File: src/rtl/counter_cell_seq.sv
// Involuntary-counter sequencer: latches per-channel up/down increment requests and grants
// the lowest pending channel one timed counter cycle, with DINC sign reporting at the end.
//
// state | meaning
// IDLE  | no cycle running; a grant (ack) can fire here when slot_avail and a channel is pending
// RUN   | counter cycle in progress, timepulse t_q = 1..CYC_LEN
module counter_cell_seq #(
  parameter int NCH = 20,
  parameter int AW = 5,
  parameter int CTR_BASE = 0,
  parameter int CYC_LEN = 12,
  parameter int OP_T = 6,
  parameter logic [NCH-1:0] DINC_MASK = '0,
  parameter logic [NCH-1:0] CDU_MASK = '0
) (
  input  logic           clk,
  input  logic           rst,
  input  logic           gojam,
  input  logic [NCH-1:0] req_up,
  input  logic [NCH-1:0] req_dn,
  input  logic           slot_avail,
  input  logic           dinc_zero,
  input  logic           dinc_neg,
  output logic           inkl,
  output logic [AW-1:0]  ctr_addr,
  output logic [2:0]     op,
  output logic           op_pulse,
  output logic           zout,
  output logic           pout,
  output logic           mout,
  output logic [NCH-1:0] ack,
  output logic           overrun
);
  localparam int IW = (NCH > 1) ? $clog2(NCH) : 1;
  localparam int TW = $clog2(CYC_LEN + 1);
  localparam logic [TW-1:0] T_LAST = TW'(CYC_LEN);
  localparam logic [TW-1:0] T_PRE  = TW'(CYC_LEN - 1);
  localparam logic [TW-1:0] T_OP   = TW'(OP_T);
  localparam logic [TW-1:0] T_SAMP = TW'(OP_T + 1);
  localparam logic [TW-1:0] T_ONE  = TW'(1);
  localparam logic [2:0] OP_NONE = 3'd0;
  localparam logic [2:0] OP_PINC = 3'd1;
  localparam logic [2:0] OP_MINC = 3'd2;
  localparam logic [2:0] OP_PCDU = 3'd3;
  localparam logic [2:0] OP_MCDU = 3'd4;
  localparam logic [2:0] OP_DINC = 3'd5;

  if (NCH < 1 || NCH > 32) begin : g_bad_nch
    $error("counter_cell_seq: NCH must be in 1..32");
  end
  if (CTR_BASE + NCH > 2**AW) begin : g_bad_aw
    $error("counter_cell_seq: CTR_BASE+NCH exceeds the 2**AW address space");
  end
  if (CYC_LEN < 4 || OP_T < 2 || OP_T > CYC_LEN - 2) begin : g_bad_timing
    $error("counter_cell_seq: need CYC_LEN >= 4 and 2 <= OP_T <= CYC_LEN-2");
  end

  typedef enum logic {S_IDLE, S_RUN} state_t;

  state_t          state_q;
  logic [TW-1:0]   t_q;
  logic [TW-1:0]   t_nxt;
  logic [NCH-1:0]  up_q, up_d;
  logic [NCH-1:0]  dn_q, dn_d;
  logic [NCH-1:0]  dn_eff;
  logic [NCH-1:0]  sel;
  logic            ovr_d;
  logic            any_pend;
  logic            grant;
  logic [IW-1:0]   gidx;
  logic [2:0]      gop;
  logic            zs_q, ns_q;
  logic            zero_eff, neg_eff;
  logic            inkl_q, op_pulse_q, zout_q, pout_q, mout_q, overrun_q;
  logic [AW-1:0]   addr_q;
  logic [2:0]      op_q;

  // Down requests have no meaning on DINC channels.
  assign dn_eff   = req_dn & ~DINC_MASK;
  assign any_pend = |(up_q | dn_q);
  assign grant    = (state_q == S_IDLE) && slot_avail && any_pend && !gojam && !rst;
  assign ack      = grant ? sel : '0;
  assign t_nxt    = t_q + T_ONE;

  always_comb begin
    sel  = '0;
    gidx = '0;
    gop  = OP_NONE;
    for (int i = NCH - 1; i >= 0; i--) begin
      if (up_q[i] || dn_q[i]) begin
        sel    = '0;
        sel[i] = 1'b1;
        gidx   = IW'(i);
        if (DINC_MASK[i])  gop = OP_DINC;
        else if (CDU_MASK[i]) gop = up_q[i] ? OP_PCDU : OP_MCDU;
        else               gop = up_q[i] ? OP_PINC : OP_MINC;
      end
    end
  end

  // Requests are resolved against the post-grant state, so a same-clock request re-latches.
  always_comb begin
    up_d  = up_q;
    dn_d  = dn_q;
    ovr_d = 1'b0;
    for (int i = 0; i < NCH; i++) begin
      if (ack[i]) begin
        if (up_q[i]) up_d[i] = 1'b0;
        else         dn_d[i] = 1'b0;
      end
      if (req_up[i] && !dn_eff[i]) begin
        if (dn_d[i]) dn_d[i] = 1'b0;
        else begin
          ovr_d   = ovr_d | up_d[i];
          up_d[i] = 1'b1;
        end
      end else if (dn_eff[i] && !req_up[i]) begin
        if (up_d[i]) up_d[i] = 1'b0;
        else begin
          ovr_d   = ovr_d | dn_d[i];
          dn_d[i] = 1'b1;
        end
      end
    end
  end

  // The sample clock and the result-compute clock coincide when OP_T+1 == CYC_LEN-1.
  assign zero_eff = (t_q == T_SAMP) ? dinc_zero : zs_q;
  assign neg_eff  = (t_q == T_SAMP) ? dinc_neg  : ns_q;

  always_ff @(posedge clk) begin
    if (rst || gojam) begin
      state_q    <= S_IDLE;
      t_q        <= '0;
      up_q       <= '0;
      dn_q       <= '0;
      inkl_q     <= 1'b0;
      addr_q     <= '0;
      op_q       <= OP_NONE;
      op_pulse_q <= 1'b0;
      zout_q     <= 1'b0;
      pout_q     <= 1'b0;
      mout_q     <= 1'b0;
      overrun_q  <= 1'b0;
      zs_q       <= 1'b0;
      ns_q       <= 1'b0;
    end else begin
      up_q       <= up_d;
      dn_q       <= dn_d;
      overrun_q  <= ovr_d;
      op_pulse_q <= 1'b0;
      zout_q     <= 1'b0;
      pout_q     <= 1'b0;
      mout_q     <= 1'b0;
      case (state_q)
        S_IDLE: begin
          if (grant) begin
            state_q <= S_RUN;
            t_q     <= T_ONE;
            inkl_q  <= 1'b1;
            addr_q  <= AW'(CTR_BASE) + AW'(gidx);
            op_q    <= gop;
          end
        end
        S_RUN: begin
          if (t_q == T_LAST) begin
            state_q <= S_IDLE;
            t_q     <= '0;
            inkl_q  <= 1'b0;
            addr_q  <= '0;
            op_q    <= OP_NONE;
          end else begin
            t_q        <= t_nxt;
            op_pulse_q <= (t_nxt == T_OP);
            if (t_q == T_SAMP) begin
              zs_q <= dinc_zero;
              ns_q <= dinc_neg;
            end
            if (t_q == T_PRE && op_q == OP_DINC) begin
              zout_q <= zero_eff;
              mout_q <= !zero_eff && neg_eff;
              pout_q <= !zero_eff && !neg_eff;
            end
          end
        end
        default: state_q <= S_IDLE;
      endcase
    end
  end

  assign inkl     = inkl_q;
  assign ctr_addr = addr_q;
  assign op       = op_q;
  assign op_pulse = op_pulse_q;
  assign zout     = zout_q;
  assign pout     = pout_q;
  assign mout     = mout_q;
  assign overrun  = overrun_q;

endmodule

File: config.mk
export PLATFORM = sky130hd
export DESIGN_NAME = counter_cell_seq
export DESIGN_NICKNAME = d
export VERILOG_FILES = /design/src/rtl/counter_cell_seq.sv
export SDC_FILE = /design/constraint.sdc
export NUM_CORES = 1
export LEC_CHECK = 0
export ABC_AREA = 1
export BUFFER_PORTS_ARGS = -buffer_cell sky130_fd_sc_hd__buf_4
export CAP_MARGIN = 30
export CORE_MARGIN = 1.5
export CORE_UTILIZATION = 55
export CTS_CLUSTER_SIZE = 24
export DETAILED_ROUTE_END_ITERATION = 10
export HOLD_SLACK_MARGIN = 0.1
export PLACE_DENSITY_LB_ADDON = 0.1
export SKIP_LAST_GASP = 1
export SLEW_MARGIN = 20
export SYNTH_ARGS = -nofsm -noshare
export SYNTH_HDL_FRONTEND = slang
export SYNTH_SLANG_ARGS = --single-unit
File: constraint.sdc
create_clock -name clk -period 5.1 [get_ports clk]
set_input_delay 1.53 -clock clk [delete_from_list [all_inputs] [get_ports clk]]
set_output_delay 1.53 -clock clk [all_outputs]
set_load 0.02 [all_outputs]
==> flow_summary_export.csv, run 1 <==
group,metric,value,unit
status,status,"completed",
clock_tree,clk_path_buf_depth,2,
worst_setup_path,cp-start-kind,"input pin",
detailed_routing,drc_errors,0,
placement,place_congestion,0.946,
power_and_ir_drop,power_frac_clock,0.277,
logic_synthesis,syn_area_per_cell,6.18,um2
finish,final_common_cell,"nand2_1",
clock_tree,clk_pin_slew,0.11,ns
detailed_routing,wl,10.5,mm
grt,grt_pass1_wl,17.4,mm
hold_path,worst_hold_path_type,"reg -> reg",
clock_tree,post_cts_buffers,0,
logic_synthesis,ys.flop_type,"dfxtp_1",
detailed_routing,drt_iter0_drc,377,
power_and_ir_drop,power_frac_comb,0.250,
worst_setup_path,path_cells,"buf_4, nor2_1, inv_1, nor2_1, nand2_4, nor2_2, inv_1, nor3_1, inv_1, nor2_1, buf_4",
power_and_ir_drop,p_leak,0.00226,uW
grt,antenna_found_initial,0,
worst_setup_path,worstReg2RegStart,"dn_q[6]",
detailed_routing,vias,4294,
detailed_routing,dr.pass1.iters,5,
hold_path,hold_end,"ctr_addr[0]",
logic_synthesis,yosysTopAreaCell,"dfxtp_1",
worst_setup_path,worst_ep_required_time,3.57,ns
power_and_ir_drop,p_total,963,uW
grt,grt_max_degree,34,
worst_setup_path,worstReg2RegEnd,"overrun",
sta,final-setup-viol-count,0,
clock_tree,cts_buffers,5,
sta,hold_viol,0,
finish,areaGrowthSynthToFinish,18.5,%
power_and_ir_drop,p_sw_frac,0.349,
logic_synthesis,netlist_instances,613,
logic_synthesis,synth_edf_count,0,
sta,skew,0.00915,ns
sta,setup_tns,0,ns
worst_setup_path,worstPathArrival,3.24,ns
clock_tree,cts_root_buffer,"clkbuf_8",
worst_setup_path,critical_path_class,"in -> out",
sta,slew_viol_final,0,
logic_synthesis,yosys_warnings,0,
floorplan,die-area,7400,um2
placement,io_buffer_count,73,
sta,max_slew.worst_pin.slew,0.551,ns
floorplan,die_height,86.0,um
power_and_ir_drop,power_density,214,nW/um2
hold_path,min_path_cells,2,
clock_tree,insertion_delay,0.33,ns
logic_synthesis,synth_seq_cells,55,
grt,track_usage,0.294,
clock_tree,post_cts_resized,0,
worst_setup_path,ff2ff_path_depth,18,
floorplan,core,6720,um2
floorplan,top_level_ports,80,
power_and_ir_drop,worst_ir_drop_vdd,0.000110,V
clock_tree,htree_num_levels,2,
worst_setup_path,slowest_stage,"nor3_1",
sta,layout_min_cycle_time,4.77,ns
logic_synthesis,synth_area_leaders,"dfxtp_1 29%, nand2_1 12%, inv_1 10%",
worst_setup_path,end_kind,"output pin",
logic_synthesis,netlist_area,3790,um2
logic_synthesis,synth_top_area_share,0.290,
grt,grt_pass1_vias,3890,
worst_setup_path,r2r_setup_slack,2.17,ns
finish,final_cell_mix,"125 x nand2_1, 104 x inv_1, 82 x nor2_1, 75 x buf_4, 55 x dfxtp_1",
clock_tree,cts_sinks,55,
sta,finalCritPeriodShare,0.935,
floorplan,die_x,86.0,um
finish,drive_above_1_share,0.182,
worst_setup_path,cp_num_buf_inv,5,
hold_path,hp-start,"ctr_addr[0]",
placement,place_hpwl,8.33,mm
worst_setup_path,crit_family,"simple AND/OR/NAND/NOR gates",
sta,rsz0062_at_grt,"no",
logic_synthesis,async_flop_share,0,
power_and_ir_drop,power_frac_seq,0.473,
worst_setup_path,critPathMaxFanout,11,
finish,nets,736,
logic_synthesis,yosysSeqAreaShare,0.290,
floorplan,start_util,0.564,
power_and_ir_drop,p_switching,336,uW
sta,max_freq,210,MHz
sta,maxSlewHeadroom,0.629,
worst_setup_path,max_stage_delay,0.32,ns
floorplan,rows,30,
logic_synthesis,synth_cell_type_count,47,
finish,n_antenna_cell,0,
detailed_routing,drt-wirelength-per-cell,13.7,um
grt,grt_overflow,0,
clock_tree,tritoncts,"built",
clock_tree,cts_hold_buffers,0,
power_and_ir_drop,p_int,627,uW
run,cap_viol_max_count,0,
detailed_routing,ant_nets,0,
detailed_routing,via_per_inst,5.59,
==> sequential cells by signal, indices dropped and copies added, names as in the netlist <==
register  cells
dn_q         20
up_q         20
ctr_addr      5
t_q           4
op            2
inkl          1
op_pulse      1
overrun       1
state_q       1
==> how the worst max path moves through the flow <==
stage | start | to | slack (ns) | cells after the start
3_3_place_gp | gojam | ack[19] | 0.46 | 11
5_1_grt | gojam | ack[18] | 0.14 | 11
2_1_floorplan | gojam | ack[11] | 0.54 | 8
4_1_cts | gojam | ack[18] | 0.34 | 11
3_5_place_dp | gojam | ack[18] | 0.35 | 11
6_report | gojam | ack[18] | 0.33 | 11
==> cells in the mapped netlist, types with 2 or more instances <==
cell and count:
nand4_1 7, a31oi_1 4, nor2_1 82, nor4_1 10
nand3_1 35, o21ai_1 5, buf_4 4, a21oi_1 30
nand2_2 8, ha_1 3, o21ai_0 16, o21ai_2 2
clkbuf_1 5, nand4_2 3, and3_1 7, inv_1 104
o21a_1 2, nand2_1 125, o31ai_1 7, inv_2 9
nor2_4 4, nor3_1 32, dfxtp_1 55, a211oi_1 5
o22ai_1 3, nor2_2 11, or2_1 2, o2111a_1 2
a2111oi_0 13
==> per-stage QoR <==
stage,instances,util,setup slack [ns],hold WS (ns),cell area [um2]
6_report,768,0.669,0.331,0.475,4490
5_1_grt,768,0.669,0.138,0.503,4490
4_1_cts,768,0.669,0.340,0.480,4490
3_5_place_dp,760,0.655,0.351,0.463,4400
3_3_place_gp,760,0.655,0.458,0.454,4400
2_1_floorplan,616,-,0.537,0.469,3800
==> final cells by class <==
cell class	instances	area (um2)
clock buffers	5	68.8
inverters	115	434
fillers	613	2220
repair buffers	75	563
clock inverters	3	25.0
well taps	80	100
multi-input cells	435	2200
flip-flops and latches	55	1100
==> power by group through the flow <==
stage / Combinational [uW] / Sequential [uW] / Clock (uW)
2_1_floorplan: 161 / 464 / 0
3_3_place_gp: 231 / 464 / 0
3_5_place_dp: 235 / 465 / 0
4_1_cts: 236 / 455 / 268
5_1_grt: 268 / 457 / 289
6_report: 241 / 455 / 267
==> worst min-delay path, cell delays in order (launching register included) <==
cell and delay [ns]:
dfxtp_1 0.33, nand2_1 0.06, a21oi_1 0.06
==> cells by family after synthesis <==
kind of cell / share of synthesized area
AOI/OAI and AO/OA: 0.158
xor gates and xnor gates: 0.00462
adders and majority gates: 0.00990
buffers and inverters: 0.132
and+or+nand+nor: 0.404
DFF: 0.290
other: 0.000989
==> routing by layer <==
layer	GRT usage	wire length (um)	part of all wire	vias up
met3	0.0510	851	0.081	34
met5	0	0	0	-
li1	-	-	-	2146
met1	0.382	4620	0.44	1906
met4	0.101	274	0.026	0
met2	0.493	4770	0.45	208
Power figures use the tool's default switching activity.
==> run 2, diff against run 1 <==
--- a/config.mk
+++ b/config.mk
@@ -6,12 +6,12 @@
 export NUM_CORES = 1
 export LEC_CHECK = 0
 export ABC_AREA = 1
-export BUFFER_PORTS_ARGS = -buffer_cell sky130_fd_sc_hd__buf_4
-export CAP_MARGIN = 30
+export CAP_MARGIN = 20
 export CORE_MARGIN = 1.5
 export CORE_UTILIZATION = 55
 export CTS_CLUSTER_SIZE = 24
 export DETAILED_ROUTE_END_ITERATION = 10
+export DONT_BUFFER_PORTS = 1
 export HOLD_SLACK_MARGIN = 0.1
 export PLACE_DENSITY_LB_ADDON = 0.1
 export SKIP_LAST_GASP = 1
==> run 2 against run 1 <==
Sequential share of layout area is 2.5 points higher. Largest power group unchanged. Die area stayed put. Via count is 5.9% lower. Routed wire length is 3.8% lower. Combinational power is 15% lower. Critical path type unchanged.
==> flow_summary_export.csv, run 2 (synthesis results as in run 1) <==
group,metric,value,unit
sta,skew,0.00998,ns
grt,grt_overflow,0,
status,status,"completed",
clock_tree,post_cts_resized,0,
detailed_routing,via_per_inst,5.68,
clock_tree,cts_root_buffer,"clkbuf_8",
clock_tree,cts_buffers,5,
hold_path,hold_end,"t_q[1]",
worst_setup_path,ff2ff_path_depth,18,
detailed_routing,dr.pass1.iters,5,
detailed_routing,drt_iter0_drc,248,
clock_tree,post_cts_buffers,0,
power_and_ir_drop,p_total,929,uW
grt,grt_pass1_wl,16.1,mm
floorplan,rows,30,
finish,multi_input_area,2200,um2
detailed_routing,ant_nets,0,
worst_setup_path,critical_path_class,"in -> out",
sta,setup_tns,0,ns
clock_tree,insertion_delay,0.31,ns
grt,track_usage,0.274,
grt,grt_pass1_vias,3553,
sta,finalCritPeriodShare,0.902,
power_and_ir_drop,worst_ir_drop_vdd,0.000148,V
sta,max_slew.worst_pin.slew,0.536,ns
worst_setup_path,worstReg2RegStart,"dn_q[2]",
placement,place_area,3970,um2
finish,final_area,4070,um2
floorplan,die_height,86.0,um
power_and_ir_drop,power_density,228,nW/um2
finish,drive_above_1_share,0.108,
placement,place_congestion,0.924,
sta,slew_viol_final,0,
sta,layout_min_cycle_time,4.60,ns
grt,antenna_found_initial,0,
detailed_routing,vias,4039,
detailed_routing,drc_errors,0,
worst_setup_path,r2r_setup_slack,2.19,ns
placement,place_hpwl,8.05,mm
finish,fillers,673,
finish,final_common_cell,"nand2_1",
clock_tree,htree_num_levels,2,
sta,final-setup-viol-count,0,
worst_setup_path,worstPathArrival,3.07,ns
floorplan,die-area,7400,um2
floorplan,core,6720,um2
hold_path,worst_hold_path_type,"reg -> reg",
sta,rsz0062_at_grt,"no",
worst_setup_path,worst_ep_required_time,3.57,ns
finish,n_antenna_cell,0,
hold_path,min_path_cells,2,
detailed_routing,wl,10.1,mm
clock_tree,clk_pin_slew,0.10,ns
clock_tree,tritoncts,"built",
power_and_ir_drop,p_leak,0.00197,uW
run,cap_viol_max_count,0,
placement,io_buffer_count,0,
detailed_routing,drt-wirelength-per-cell,14.2,um
hold_path,hp-start,"t_q[1]",
worst_setup_path,cp-start-kind,"input pin",
floorplan,die_x,86.0,um
finish,nets,679,
grt,grt_max_degree,34,
floorplan,start_util,0.564,
sta,maxSlewHeadroom,0.643,
sta,hold_viol,0,
worst_setup_path,end_kind,"output pin",
finish,final_cell_mix,"125 x nand2_1, 104 x inv_1, 82 x nor2_1, 55 x dfxtp_1, 35 x nand3_1",
sta,max_freq,217,MHz
worst_setup_path,critPathMaxFanout,11,
floorplan,top_level_ports,80,
clock_tree,cts_sinks,55,
worst_setup_path,worstReg2RegEnd,"overrun",
clock_tree,cts_hold_buffers,0,
clock_tree,clk_path_buf_depth,2,
finish,regArea,1100,um2
finish,areaGrowthSynthToFinish,7.39,%
==> run 2: cell types whose count changed in the layout (fill, tap and decap cells not counted) <==
cell and delta:
inv_6 -2, clkbuf_8 +1, clkinv_4 +1, buf_4 -57
==> run 2: power by group <==
group          switching [uW]  internal [uW]
registers                16.3            442
logic                     143           61.8
clock network             154            111
==> run 2: final cells by class <==
| class | instances | share of cell area |
|---|---|---|
| Timing Repair Buffer | 18 | 0.0332 |
| Clock inverter | 2 | 0.00400 |
| Clock buffer | 6 | 0.0203 |
| Tap cell | 80 | 0.0246 |
| Inverter | 115 | 0.107 |
| Sequential cell | 55 | 0.270 |
| Multi-Input combinational cell | 435 | 0.541 |
==> run 2: metrics by stage <==
stage                     hold WS (ns)  instances  worst slack, ns  utilization
after global placement           0.486        703            0.566        0.591
after CTS                        0.505        711            0.516        0.606
after floorplan                  0.469        616            0.537            -
after detailed placement         0.490        703            0.533        0.591
final                            0.507        711            0.500        0.606
after global routing             0.536        711            0.311        0.606
==> run 2: critical path, cell delays in order <==
cell and delay (ns):
nor2_1 0.12, inv_1 0.08, nor2_1 0.17, nand2_4 0.13, nor2_2 0.16, inv_1 0.21
nor3_1 0.30, inv_1 0.10, nor2_1 0.11, buf_4 0.15
==> run 2: worst max-delay path by stage <==
stage	start	to	slack [ns]	cells past startpoint
after CTS	gojam	ack[18]	0.52	10
final	gojam	ack[18]	0.50	10
after global placement	gojam	ack[19]	0.57	10
after floorplan	gojam	ack[11]	0.54	8
after global routing	gojam	ack[18]	0.31	10
after detailed placement	gojam	ack[18]	0.53	10
==> run 2: per-layer routing <==
layer  vias up  global-route usage  wire [um]
li1       2042                   -          -
met4         0              0.0733        210
met2       161               0.444       4480
met3        14              0.0529        759
met1      1822               0.374       4660
met5         -                   0          0
==> run 3, diff against run 2 <==
--- a/config.mk
+++ b/config.mk
@@ -5,7 +5,7 @@
 export SDC_FILE = /design/constraint.sdc
 export NUM_CORES = 1
 export LEC_CHECK = 0
-export ABC_AREA = 1
+export ABC_AREA = 0
 export CAP_MARGIN = 20
 export CORE_MARGIN = 1.5
 export CORE_UTILIZATION = 55
==> run 3 against run 2 <==
Setup slack got worse by 0.27 ns. Die area increased by 8.0%. Sequential cell count unchanged. Fmax decreased by 5.5%. Global-route usage increased by 2.0 points. First-iteration DRC count increased by 52%. Register-to-register slack got worse by 1.0 ns. Worst hold slack improved by 0.033 ns. Critical path type unchanged. Largest cell class unchanged. Largest power group unchanged.
==> flow_summary_export.csv, run 3 <==
group,metric,value,unit
detailed_routing,ant_nets,0,
clock_tree,cts_root_buffer,"clkbuf_8",
sta,rsz0062_at_grt,"no",
sta,max_slew.worst_pin.slew,0.816,ns
finish,final_common_cell,"nor2_1",
status,status,"completed",
floorplan,die_height,89.4,um
placement,place_hpwl,9.03,mm
clock_tree,cts_hold_buffers,0,
grt,antenna_found_initial,0,
floorplan,die-area,8000,um2
worst_setup_path,slowest_stage,"or4_1",
clock_tree,cts_sinks,55,
grt,grt_max_degree,43,
clock_tree,post_cts_resized,0,
floorplan,top_level_ports,80,
detailed_routing,dr.pass1.iters,5,
detailed_routing,vias,4266,
worst_setup_path,worstPathArrival,3.34,ns
detailed_routing,drc_errors,0,
logic_synthesis,netlist_instances,563,
clock_tree,clk_path_buf_depth,2,
floorplan,start_util,0.566,
hold_path,worst_hold_path_type,"reg -> reg",
power_and_ir_drop,power_density,220,nW/um2
clock_tree,insertion_delay,0.32,ns
power_and_ir_drop,p_sw_frac,0.340,
finish,drive_above_1_share,0.0804,
detailed_routing,wl,11.9,mm
logic_synthesis,netlist_area,4110,um2
detailed_routing,drt_iter0_drc,376,
power_and_ir_drop,worst_ir_drop_vdd,0.000136,V
clock_tree,cts_buffers,5,
detailed_routing,via_per_inst,6.60,
logic_synthesis,yosys_warnings,0,
placement,io_buffer_count,0,
logic_synthesis,synth_seq_cells,55,
sta,hold_viol,0,
clock_tree,clk_pin_slew,0.10,ns
logic_synthesis,ys.flop_type,"dfxtp_1",
power_and_ir_drop,p_int,619,uW
logic_synthesis,synth_top_area_share,0.268,
worst_setup_path,critical_path_class,"in -> out",
power_and_ir_drop,power_frac_comb,0.229,
clock_tree,htree_num_levels,2,
logic_synthesis,synth_area_leaders,"dfxtp_1 27%, nor2_1 7.6%, a21oi_1 3.9%",
logic_synthesis,syn_area_per_cell,7.30,um2
floorplan,core,7250,um2
clock_tree,post_cts_buffers,0,
floorplan,die_x,89.4,um
grt,grt_pass1_vias,3727,
logic_synthesis,synth.most_common_cell,"nor2_1",
sta,skew,0.00894,ns
worst_setup_path,end_kind,"output pin",
logic_synthesis,yosysSeqAreaShare,0.268,
power_and_ir_drop,p_switching,318,uW
finish,nets,596,
logic_synthesis,synth_cell_type_count,65,
run,cap_viol_max_count,0,
worst_setup_path,crit_family,"simple AND/OR/NAND/NOR gates",
grt,track_usage,0.294,
logic_synthesis,synth_top_cells_by_count,"83 x nor2_1, 55 x dfxtp_1, 33 x nand2_1, 32 x a21oi_1, 30 x o21ai_0",
sta,maxSlewHeadroom,0.456,
power_and_ir_drop,power_frac_clock,0.267,
power_and_ir_drop,power_frac_seq,0.504,
sta,layout_min_cycle_time,4.87,ns
finish,n_antenna_cell,0,
sta,slew_viol_final,0,
worst_setup_path,cp-start-kind,"input pin",
logic_synthesis,synth_edf_count,0,
sta,setup_tns,0,ns
worst_setup_path,max_stage_delay,0.73,ns
logic_synthesis,yosysTopAreaCell,"dfxtp_1",
logic_synthesis,async_flop_share,0,
worst_setup_path,cp_num_buf_inv,2,
floorplan,rows,31,
finish,post-route-util,0.586,
placement,place_congestion,0.946,
sta,max_freq,205,MHz
power_and_ir_drop,p_leak,0.00153,uW
grt,grt_pass1_wl,18.1,mm
grt,grt_overflow,0,
finish,areaGrowthSynthToFinish,3.47,%
finish,final_cell_mix,"83 x nor2_1, 55 x dfxtp_1, 33 x nand2_1, 32 x a21oi_1, 30 x o21ai_0",
worst_setup_path,path_cells,"nor4b_4, buf_4, nand4_1, or4_1, inv_2",
sta,finalCritPeriodShare,0.955,
power_and_ir_drop,p_total,937,uW
worst_setup_path,critPathMaxFanout,5,
clock_tree,tritoncts,"built",
detailed_routing,drt-wirelength-per-cell,18.4,um
worst_setup_path,worst_ep_required_time,3.57,ns
sta,final-setup-viol-count,0,
[run 3: changes by cell type in the layout (fill, tap and decap cells not counted), moves of 11 or more]
cell | previous run | this run
a32oi_1 | 0 | 11
or4_1 | 0 | 12
nor3_1 | 32 | 12
nand2b_1 | 0 | 20
inv_1 | 104 | 24
nor2_2 | 11 | 0
o21ai_0 | 16 | 30
nor2b_1 | 0 | 19
nand2_1 | 125 | 33
[run 3: metal layers]
metal / global-route usage / vias to the layer above / part of all wire
met4: 0.115 / 0 / 0.022
met2: 0.470 / 178 / 0.46
met5: 0 / - / 0
met3: 0.0729 / 24 / 0.086
li1: - / 2068 / -
met1: 0.383 / 1996 / 0.43
[run 3: final cells by class]
type	count	area (um2)
well taps	99	124
clock buffers	5	68.8
repair buffers	15	113
clock inverters	2	16.3
multi-input cells	445	2730
fillers	705	3000
inverters	25	93.8
flip-flops and latches	55	1100
[run 3: cell families after synthesis]
kind of cell | after synthesis | synth area share
xor gates and xnor gates | 6 | 0.0128
other | 1 | 0.000913
and+or+nand+nor | 290 | 0.397
muxes | 6 | 0.0146
AOI/OAI and AO/OA | 136 | 0.229
adders and majority gates | 3 | 0.00914
buffers and inverters | 66 | 0.0691
DFF | 55 | 0.268
[run 3: metrics by stage]
| stage | cells | instance area, um2 | setup WS (ns) | hold slack (ns) |
|---|---|---|---|---|
| floorplan | 566 | 4120 | 0.215 | 0.479 |
| global placement | 639 | 4170 | 0.314 | 0.499 |
| detailed placement | 639 | 4170 | 0.267 | 0.529 |
| CTS | 646 | 4250 | 0.269 | 0.539 |
| global route | 646 | 4250 | 0.165 | 0.576 |
| finish | 646 | 4250 | 0.231 | 0.540 |
[run 3: power groups by stage]
stage	clock network, uW	logic, uW	registers, uW
finish	251	214	472
global route	271	234	475
CTS	258	210	471
detailed placement	0	208	481
global placement	0	206	480
floorplan	0	175	463
[run 3: worst paths after layout]
check	from	end	slack, ns	cells past startpoint
min	t_q[3]	t_q[3]	0.54	2
max	gojam	ack[13]	0.23	5
max reg2reg	dn_q[5]	overrun	1.15	9
min reg2reg	t_q[3]	t_q[3]	0.54	2
[run 3: worst min-delay path: cells and delay by family, from the launching register on]
| family | cells | cell delay, ns |
|---|---|---|
| compound gates | 1 | 0.06 |
| flops | 1 | 0.36 |
| simple gates | 1 | 0.07 |
